[config.mk]
export PLATFORM = sky130hd
export DESIGN_NAME = riscv_ctrl_seq_flat
export DESIGN_NICKNAME = d
export VERILOG_FILES = /design/src/rtl/riscv_ctrl_seq_if.sv /design/src/rtl/riscv_ctrl_seq.sv /design/src/flat_wrapper.sv
export SDC_FILE = /design/constraint.sdc
export NUM_CORES = 1
export LEC_CHECK = 0
export BUFFER_PORTS_ARGS = -buffer_cell sky130_fd_sc_hd__buf_4
export CAP_MARGIN = 40
export CORE_ASPECT_RATIO = 0.8
export CORE_MARGIN = 1
export CORE_UTILIZATION = 40
export CTS_BUF_LIST = sky130_fd_sc_hd__clkbuf_8
export CTS_CLUSTER_DIAMETER = 80
export DETAILED_ROUTE_END_ITERATION = 16
export GPL_TIMING_DRIVEN = 0
export PLACE_DENSITY = 0.66
export SLEW_MARGIN = 20
export SYNTH_ARGS = -nofsm -noshare
export SYNTH_HDL_FRONTEND = slang
export SYNTH_SLANG_ARGS = --single-unit
[constraint.sdc]
create_clock -name clk -period 3.5 [get_ports clk]
set_input_delay 0.525 -clock clk [delete_from_list [all_inputs] [get_ports clk]]
set_output_delay 0.525 -clock clk [all_outputs]
set_load 0.01 [all_outputs]
[src/rtl/riscv_ctrl_seq_if.sv]
// Bus between the control sequencer and its instruction ROM / register-file datapath.
// The master side is the sequencer; the slave side is the ROM plus datapath.
interface riscv_ctrl_seq_if #(
    parameter int DATA_WIDTH    = 32,
    parameter int ADDRESS_WIDTH = 5
);
    logic [DATA_WIDTH-1:0]    instr_addr;
    logic [DATA_WIDTH-1:0]    instr;
    logic                     eq;
    logic [ADDRESS_WIDTH-1:0] rs1;
    logic [ADDRESS_WIDTH-1:0] rs2;
    logic [ADDRESS_WIDTH-1:0] rd;
    logic                     RegWrite;
    logic                     ALUsrc;
    logic [2:0]               ALUCtrl;
    logic [DATA_WIDTH-1:0]    ImmOp;
    logic                     halted;

    modport master (
        output instr_addr, rs1, rs2, rd, RegWrite, ALUsrc, ALUCtrl, ImmOp, halted,
        input  instr, eq
    );

    modport slave (
        input  instr_addr, rs1, rs2, rd, RegWrite, ALUsrc, ALUCtrl, ImmOp, halted,
        output instr, eq
    );
endinterface

[src/rtl/riscv_ctrl_seq.sv]
// Three-cycle FETCH/DECODE/EXEC control sequencer for a small RV32I subset.
// The control outputs are registered; they are loaded at the end of DECODE and cleared at the end of EXEC.
module riscv_ctrl_seq #(
    parameter int                    DATA_WIDTH    = 32,
    parameter int                    ADDRESS_WIDTH = 5,
    parameter logic [DATA_WIDTH-1:0] RESET_PC      = {DATA_WIDTH{1'b0}}
) (
    input  logic                  clk,
    input  logic                  rst,
    input  logic                  en,
    riscv_ctrl_seq_if.master      bus
);
    typedef enum logic [1:0] {
        ST_FETCH  = 2'd0,
        ST_DECODE = 2'd1,
        ST_EXEC   = 2'd2,
        ST_HALT   = 2'd3
    } state_t;

    typedef struct packed {
        logic                     legal;
        logic                     beq;
        logic                     bne;
        logic [ADDRESS_WIDTH-1:0] rs1;
        logic [ADDRESS_WIDTH-1:0] rs2;
        logic [ADDRESS_WIDTH-1:0] rd;
        logic                     regwrite;
        logic                     alusrc;
        logic [2:0]               aluctrl;
        logic [DATA_WIDTH-1:0]    imm;
    } dec_t;

    localparam logic [DATA_WIDTH-1:0] PC_STEP = {{(DATA_WIDTH-3){1'b0}}, 3'b100};

    function automatic dec_t decode(input logic [DATA_WIDTH-1:0] i);
        dec_t d;
        d     = '0;
        d.rs1 = ADDRESS_WIDTH'(i[19:15]);
        case (i[6:0])
            7'b0010011: begin
                d.rd       = ADDRESS_WIDTH'(i[11:7]);
                d.regwrite = 1'b1;
                d.alusrc   = 1'b1;
                d.imm      = {{(DATA_WIDTH-12){i[31]}}, i[31:20]};
                case (i[14:12])
                    3'b000:  begin d.legal = 1'b1; d.aluctrl = 3'b000; end
                    3'b111:  begin d.legal = 1'b1; d.aluctrl = 3'b010; end
                    3'b110:  begin d.legal = 1'b1; d.aluctrl = 3'b011; end
                    default: d.legal = 1'b0;
                endcase
            end
            7'b0110011: begin
                d.rs2      = ADDRESS_WIDTH'(i[24:20]);
                d.rd       = ADDRESS_WIDTH'(i[11:7]);
                d.regwrite = 1'b1;
                case ({i[31:25], i[14:12]})
                    {7'b0000000, 3'b000}: begin d.legal = 1'b1; d.aluctrl = 3'b000; end
                    {7'b0100000, 3'b000}: begin d.legal = 1'b1; d.aluctrl = 3'b001; end
                    {7'b0000000, 3'b111}: begin d.legal = 1'b1; d.aluctrl = 3'b010; end
                    {7'b0000000, 3'b110}: begin d.legal = 1'b1; d.aluctrl = 3'b011; end
                    default:              d.legal = 1'b0;
                endcase
            end
            7'b1100011: begin
                d.rs2     = ADDRESS_WIDTH'(i[24:20]);
                d.aluctrl = 3'b001;
                d.imm     = {{(DATA_WIDTH-13){i[31]}}, i[31], i[7], i[30:25], i[11:8], 1'b0};
                case (i[14:12])
                    3'b000:  begin d.legal = 1'b1; d.beq = 1'b1; end
                    3'b001:  begin d.legal = 1'b1; d.bne = 1'b1; end
                    default: d.legal = 1'b0;
                endcase
            end
            default: d.legal = 1'b0;
        endcase
        return d;
    endfunction

    state_t                   state_r, state_s;
    dec_t                     dec_s;
    logic [DATA_WIDTH-1:0]    pc_r, pc_next_s;
    logic                     beq_r, bne_r, taken_s;
    logic                     halted_r;
    logic [ADDRESS_WIDTH-1:0] rs1_r, rs2_r, rd_r;
    logic                     regwrite_r, alusrc_r;
    logic [2:0]               aluctrl_r;
    logic [DATA_WIDTH-1:0]    imm_r;

    // State register.
    always_ff @(posedge clk) begin
        if (rst) begin
            state_r <= ST_FETCH;
        end else begin
            state_r <= state_s;
        end
    end

    // Next-state, decode and branch resolution.
    always_comb begin
        state_s   = state_r;
        dec_s     = decode(bus.instr);
        taken_s   = (beq_r & bus.eq) | (bne_r & ~bus.eq);
        pc_next_s = pc_r + PC_STEP;
        if (taken_s) begin
            pc_next_s = pc_r + imm_r;
        end else begin
            pc_next_s = pc_r + PC_STEP;
        end
        if (en) begin
            case (state_r)
                ST_FETCH:  state_s = ST_DECODE;
                ST_DECODE: state_s = dec_s.legal ? ST_EXEC : ST_HALT;
                ST_EXEC:   state_s = ST_FETCH;
                ST_HALT:   state_s = ST_HALT;
                default:   state_s = ST_FETCH;
            endcase
        end else begin
            state_s = state_r;
        end
    end

    // PC, branch kind, halt flag and registered control outputs; all hold while en is low.
    always_ff @(posedge clk) begin
        if (rst) begin
            pc_r       <= RESET_PC;
            beq_r      <= 1'b0;
            bne_r      <= 1'b0;
            halted_r   <= 1'b0;
            rs1_r      <= '0;
            rs2_r      <= '0;
            rd_r       <= '0;
            regwrite_r <= 1'b0;
            alusrc_r   <= 1'b0;
            aluctrl_r  <= 3'b000;
            imm_r      <= '0;
        end else if (en) begin
            case (state_r)
                ST_DECODE: begin
                    if (dec_s.legal) begin
                        beq_r      <= dec_s.beq;
                        bne_r      <= dec_s.bne;
                        rs1_r      <= dec_s.rs1;
                        rs2_r      <= dec_s.rs2;
                        rd_r       <= dec_s.rd;
                        regwrite_r <= dec_s.regwrite;
                        alusrc_r   <= dec_s.alusrc;
                        aluctrl_r  <= dec_s.aluctrl;
                        imm_r      <= dec_s.imm;
                    end else begin
                        halted_r   <= 1'b1;
                    end
                end
                ST_EXEC: begin
                    pc_r       <= pc_next_s;
                    beq_r      <= 1'b0;
                    bne_r      <= 1'b0;
                    rs1_r      <= '0;
                    rs2_r      <= '0;
                    rd_r       <= '0;
                    regwrite_r <= 1'b0;
                    alusrc_r   <= 1'b0;
                    aluctrl_r  <= 3'b000;
                    imm_r      <= '0;
                end
                default: begin
                    pc_r <= pc_r;
                end
            endcase
        end else begin
            pc_r <= pc_r;
        end
    end

    assign bus.instr_addr = pc_r;
    assign bus.rs1        = rs1_r;
    assign bus.rs2        = rs2_r;
    assign bus.rd         = rd_r;
    assign bus.RegWrite   = regwrite_r;
    assign bus.ALUsrc     = alusrc_r;
    assign bus.ALUCtrl    = aluctrl_r;
    assign bus.ImmOp      = imm_r;
    assign bus.halted     = halted_r;
endmodule

[src/flat_wrapper.sv]
// flat-port wrapper written by rule: the top's interface ports become plain ports
module riscv_ctrl_seq_flat 
#(
    parameter int                    DATA_WIDTH    = 32,
    parameter int                    ADDRESS_WIDTH = 5,
    parameter logic [DATA_WIDTH-1:0] RESET_PC      = {DATA_WIDTH{1'b0}}
)
  (clk, rst, en, bus_instr_addr, bus_rs1, bus_rs2, bus_rd, bus_RegWrite, bus_ALUsrc, bus_ALUCtrl, bus_ImmOp, bus_halted, bus_instr, bus_eq);
  riscv_ctrl_seq_if #(.DATA_WIDTH(DATA_WIDTH), .ADDRESS_WIDTH(ADDRESS_WIDTH)) bus_i ();
  input  logic clk;
  input  logic rst;
  input  logic en;
  output wire logic [$bits(bus_i.instr_addr)-1:0] bus_instr_addr;
  output wire logic [$bits(bus_i.rs1)-1:0] bus_rs1;
  output wire logic [$bits(bus_i.rs2)-1:0] bus_rs2;
  output wire logic [$bits(bus_i.rd)-1:0] bus_rd;
  output wire logic [$bits(bus_i.RegWrite)-1:0] bus_RegWrite;
  output wire logic [$bits(bus_i.ALUsrc)-1:0] bus_ALUsrc;
  output wire logic [$bits(bus_i.ALUCtrl)-1:0] bus_ALUCtrl;
  output wire logic [$bits(bus_i.ImmOp)-1:0] bus_ImmOp;
  output wire logic [$bits(bus_i.halted)-1:0] bus_halted;
  input wire logic [$bits(bus_i.instr)-1:0] bus_instr;
  input wire logic [$bits(bus_i.eq)-1:0] bus_eq;
  assign bus_instr_addr = bus_i.instr_addr;
  assign bus_rs1 = bus_i.rs1;
  assign bus_rs2 = bus_i.rs2;
  assign bus_rd = bus_i.rd;
  assign bus_RegWrite = bus_i.RegWrite;
  assign bus_ALUsrc = bus_i.ALUsrc;
  assign bus_ALUCtrl = bus_i.ALUCtrl;
  assign bus_ImmOp = bus_i.ImmOp;
  assign bus_halted = bus_i.halted;
  assign bus_i.instr = bus_instr;
  assign bus_i.eq = bus_eq;
  riscv_ctrl_seq #(.DATA_WIDTH(DATA_WIDTH), .ADDRESS_WIDTH(ADDRESS_WIDTH), .RESET_PC(RESET_PC)) u_core (.clk(clk), .rst(rst), .en(en), .bus(bus_i));
endmodule
==> results.md <==
* Setup CP Type: register to register
* Vias/cell at 5.930
* Gr usage total at 27.28%
* Horiz. Die Dim at roughly 130 um
* Nets@finish at 970
* Reg power frac at ~52%
* Critical path's top delay family: compound AO/OA/AOI/OAI gates
* Sw Pwr at 413.8 uW
* CTS resizes at 0
* Vias in the first global route at 5654
* Synthesized flop and latch total at just under 70
* CTS tree: built
* Yosys warning count at 0
* Post-synth EDFFs at 0
* Final Max Tran Viols at 0
* Std cell rows at 38
* Sw Ratio at approximately 27%
* Crit path DAT at between 3000 and 4000 ps
* Post-route cell area at 6957 um2
* Largest fanout on the critical path at 4
* Cell Area, Placed at roughly 6800 um2
* Cts bufs inserted at 9
* Mapped cell area at roughly 5600 um2
* GRT Residual Overflow at 0
* First-pass GRT wire length at slightly above 30000 um
* Largest net degree at the start of global routing at 39
* Buf/Inv on CP at 1
* Async SR Flop Fraction at 0%
* RSZ-0062 raised after global routing: no
* Outcome: completed
* IO Port Bufs at 119
* DRT Wirelength at 19570 um
* Hold crit path type: primary input to register
* Die height at about 110 um
* Initial antenna violation count at 0
* Starting density of the core at about two fifths
* Seq/Total Area, Yosys at 24.55%
* Fin crit period at ~3300 ps
* Core Area at around 14000 um2
* Placed Cells at between 1000 and 1500
* Area Growth Syn to Fin at 23.64%
* WL/cell at 18.02 um
* Clock share of power at 40.1%
* Mapped Nets at approximately 840
* Top Ports at ~120
* Most common flop cell mapped by yosys: dfxtp_1
* Lkg Pwr at about 0.0027 uW
* ANT nets after route at 0
* Max Cap Violations at 0
* CP cell instances: ha_1 > inv_1 > fa_1 > nor2b_1 > o2111ai_1 > a21oi_1 > o21ai_0 > a211oi_1 > nand3b_1 > a31oi_1
* Inserted Diodes at 0
* Tcrit/Tclk final at between 90% and 100%
* Total number of vias at 6440
* Fmax at ~300 MHz
* Clk pin slew, worst setup/hold paths at 80 ps
* CP Data Required Time at about 3800 ps
* Final Skew at a little over 8 ps
* DP Wirelength at around 15000 um
* Pwr Density at between 200 and 250 nW/um2
* DRC at 0
* Clk sink count at 69
* Slowest Stage Delay on Critical Path at 690 ps
* Final Hold Vio Count at 0
* Non-Filler Instances at roughly 1100
* Fill cells at about 1400
* Logic gate share of total power at slightly above 8%
* Final worst slack at about 240 ps
* Worst slew margin at between 40% and 50%
* Gp weighted congestion at slightly above 0.9
* Crit path launch type: register
* Setup violators final at 0
* Maximum VDD drop at 153.7 uV
* Pre-Repair DR Iteration Count at 7
* Slowest-stage cell, CP: a211oi_1
* Worst Tran Pin Value at about 790 ps
* Post CTS Setup Buffer Count at 0
* Initial drt markers at 765
* Cells after Synth at 768
* Skew-Pair Late Insertion Delay at ~360 ps
* Clock Path Buffers at 2
* Post-synth cell types at 73
* H-tree depth at 3
* CTS Hold Buffers Added at 0
* Cell internal pwr at ~1100 uW
* Die Area at 14550 um2
* Avg Cell Area, Syn at between 7 and 8 um2
* Share of post-route cells with drive strength above 1 at roughly a fifth
* Worst hold slack at between 400 and 500 ps
* Dpl ws at 386.3 ps
* Root Buffer Master: clkbuf_8
* Crit end category: register
==> Yosys cell counts (9+ instances only) <==
cell type   n  area (um2)
nand2b_1   17       106.4
o21ai_0    61       305.3
inv_1      15       56.30
nand2_1    67       251.5
clkbuf_1   31       116.4
nor2_1     65       244.0
nand4_1    16       100.1
or3_1       9       56.30
a31oi_1    21       131.4
o211ai_1   12       90.09
buf_4      21       157.7
dfxtp_1    69        1381
a21oi_1    78       390.4
a21o_1     17       127.6
ha_1       32       400.4
a211oi_1   12       90.09
nor3_1     36       180.2
nand3_1    46       230.2
==> power groups by stage <==
stage | Combinational (uW) | Sequential [uW] | Clock, uW
2_1_floorplan | 54.3 | 813 | 0
3_3_place_gp | 121 | 812 | 0
3_5_place_dp | 121 | 812 | 0
4_1_cts | 122 | 794 | 624
5_1_grt | 133 | 795 | 658
6_report | 123 | 794 | 613
==> area by class of cell <==
cell class                 instances  area (um2)  area share, %
clock inverter                     6       40.04         0.5755
buffer                            62       332.8          4.784
inverter                          15       56.30         0.8094
clock buffer                      10       137.6          1.978
sequential                        69        1383          19.87
timing repair buffer             122       925.9          13.31
tap                              180       225.2          3.237
multi-input combinational        622        3856          55.43
==> placed cells by master (no fill, tap or decap), drive strengths merged, types with 4 or more instances in the layout <==
cell and n:
a211oi 12, a21o 17, a21oi 78, a222oi 5, a311oi 4, a31oi 21
and2 7, and3 6, and4 4, buf 152, clkbuf 42, dfxtp 69
ha 32, inv 16, mux2i 5, nand2 67, nand2b 17, nand3 46
nand3b 6, nand4 16, nor2 65, nor2b 7, nor3 40, nor3b 4
nor4 6, o211ai 13, o21a 6, o21ai 63, o22ai 4, or3 9
xnor2 6, xor2 7
==> path summary, 6_finish.rpt <==
| kind | start | end | slack, ps | cells after the start |
|---|---|---|---|---|
| max | u_core.bus.ImmOp[0]$_SDFFE_PP0P_ | u_core.bus.instr_addr[28]$_SDFFE_PP0P_ | 240 | 10 |
| min | bus_instr[25] | u_core.bus.ImmOp[5]$_SDFFE_PP0P_ | 400 | 3 |
| max reg2reg | u_core.bus.ImmOp[0]$_SDFFE_PP0P_ | u_core.bus.instr_addr[28]$_SDFFE_PP0P_ | 240 | 10 |
| min reg2reg | u_core.bus.rs1[0]$_SDFFE_PP0P_ | u_core.bus.rs1[0]$_SDFFE_PP0P_ | 480 | 2 |
==> metrics by stage <==
step	util [%]	power, uW	TNS [ps]
final	50.98	1530	0
after global placement	49.43	933.0	-2351
after CTS	50.89	1539	0
after detailed placement	49.59	933.4	0
after global routing	50.98	1586	0
after floorplan	-	866.9	0
==> flip-flops by register name, indices dropped and copies added, names as in the netlist <==
register and flops:
u_core.state_r 2, u_core.bus.halted 1, u_core.bus.instr_addr 32, u_core.bus.rs1 5, u_core.beq_r 1, u_core.bus.ALUsrc 1, u_core.bus.RegWrite 1, u_core.bus.rd 5
u_core.bus.ALUCtrl 2, u_core.bus.ImmOp 13, u_core.bus.rs2 5, u_core.bne_r 1
==> worst min-delay path, stage by stage <==
cell     delay, ps
buf_4           90
nand3_1         50
o21ai_0         60
==> routing by layer <==
layer  part of all wire [%]  GRT usage (%)  up-vias
li1                       -              -     3132
met1                     47          40.24     2994
met2                     41          39.86      300
met3                     10          6.517       14
met4                    1.2          5.457        0
met5                      0              0        -
==> kinds of logic (layout without fill, tap and decap cells) <==
logic type	count (synthesis)	after routing	share of synthesized area [%]
buffers and inverters	77	215	6.915
and+or+nand+nor	310	310	28.35
AOI/OAI and AO/OA	258	258	29.33
adders and majority gates	33	33	7.472
xor gates and xnor gates	13	13	2.024
DFF	69	69	24.55
muxes	7	7	1.290
other	1	1	0.06665
(Power assumes the default switching activity.)
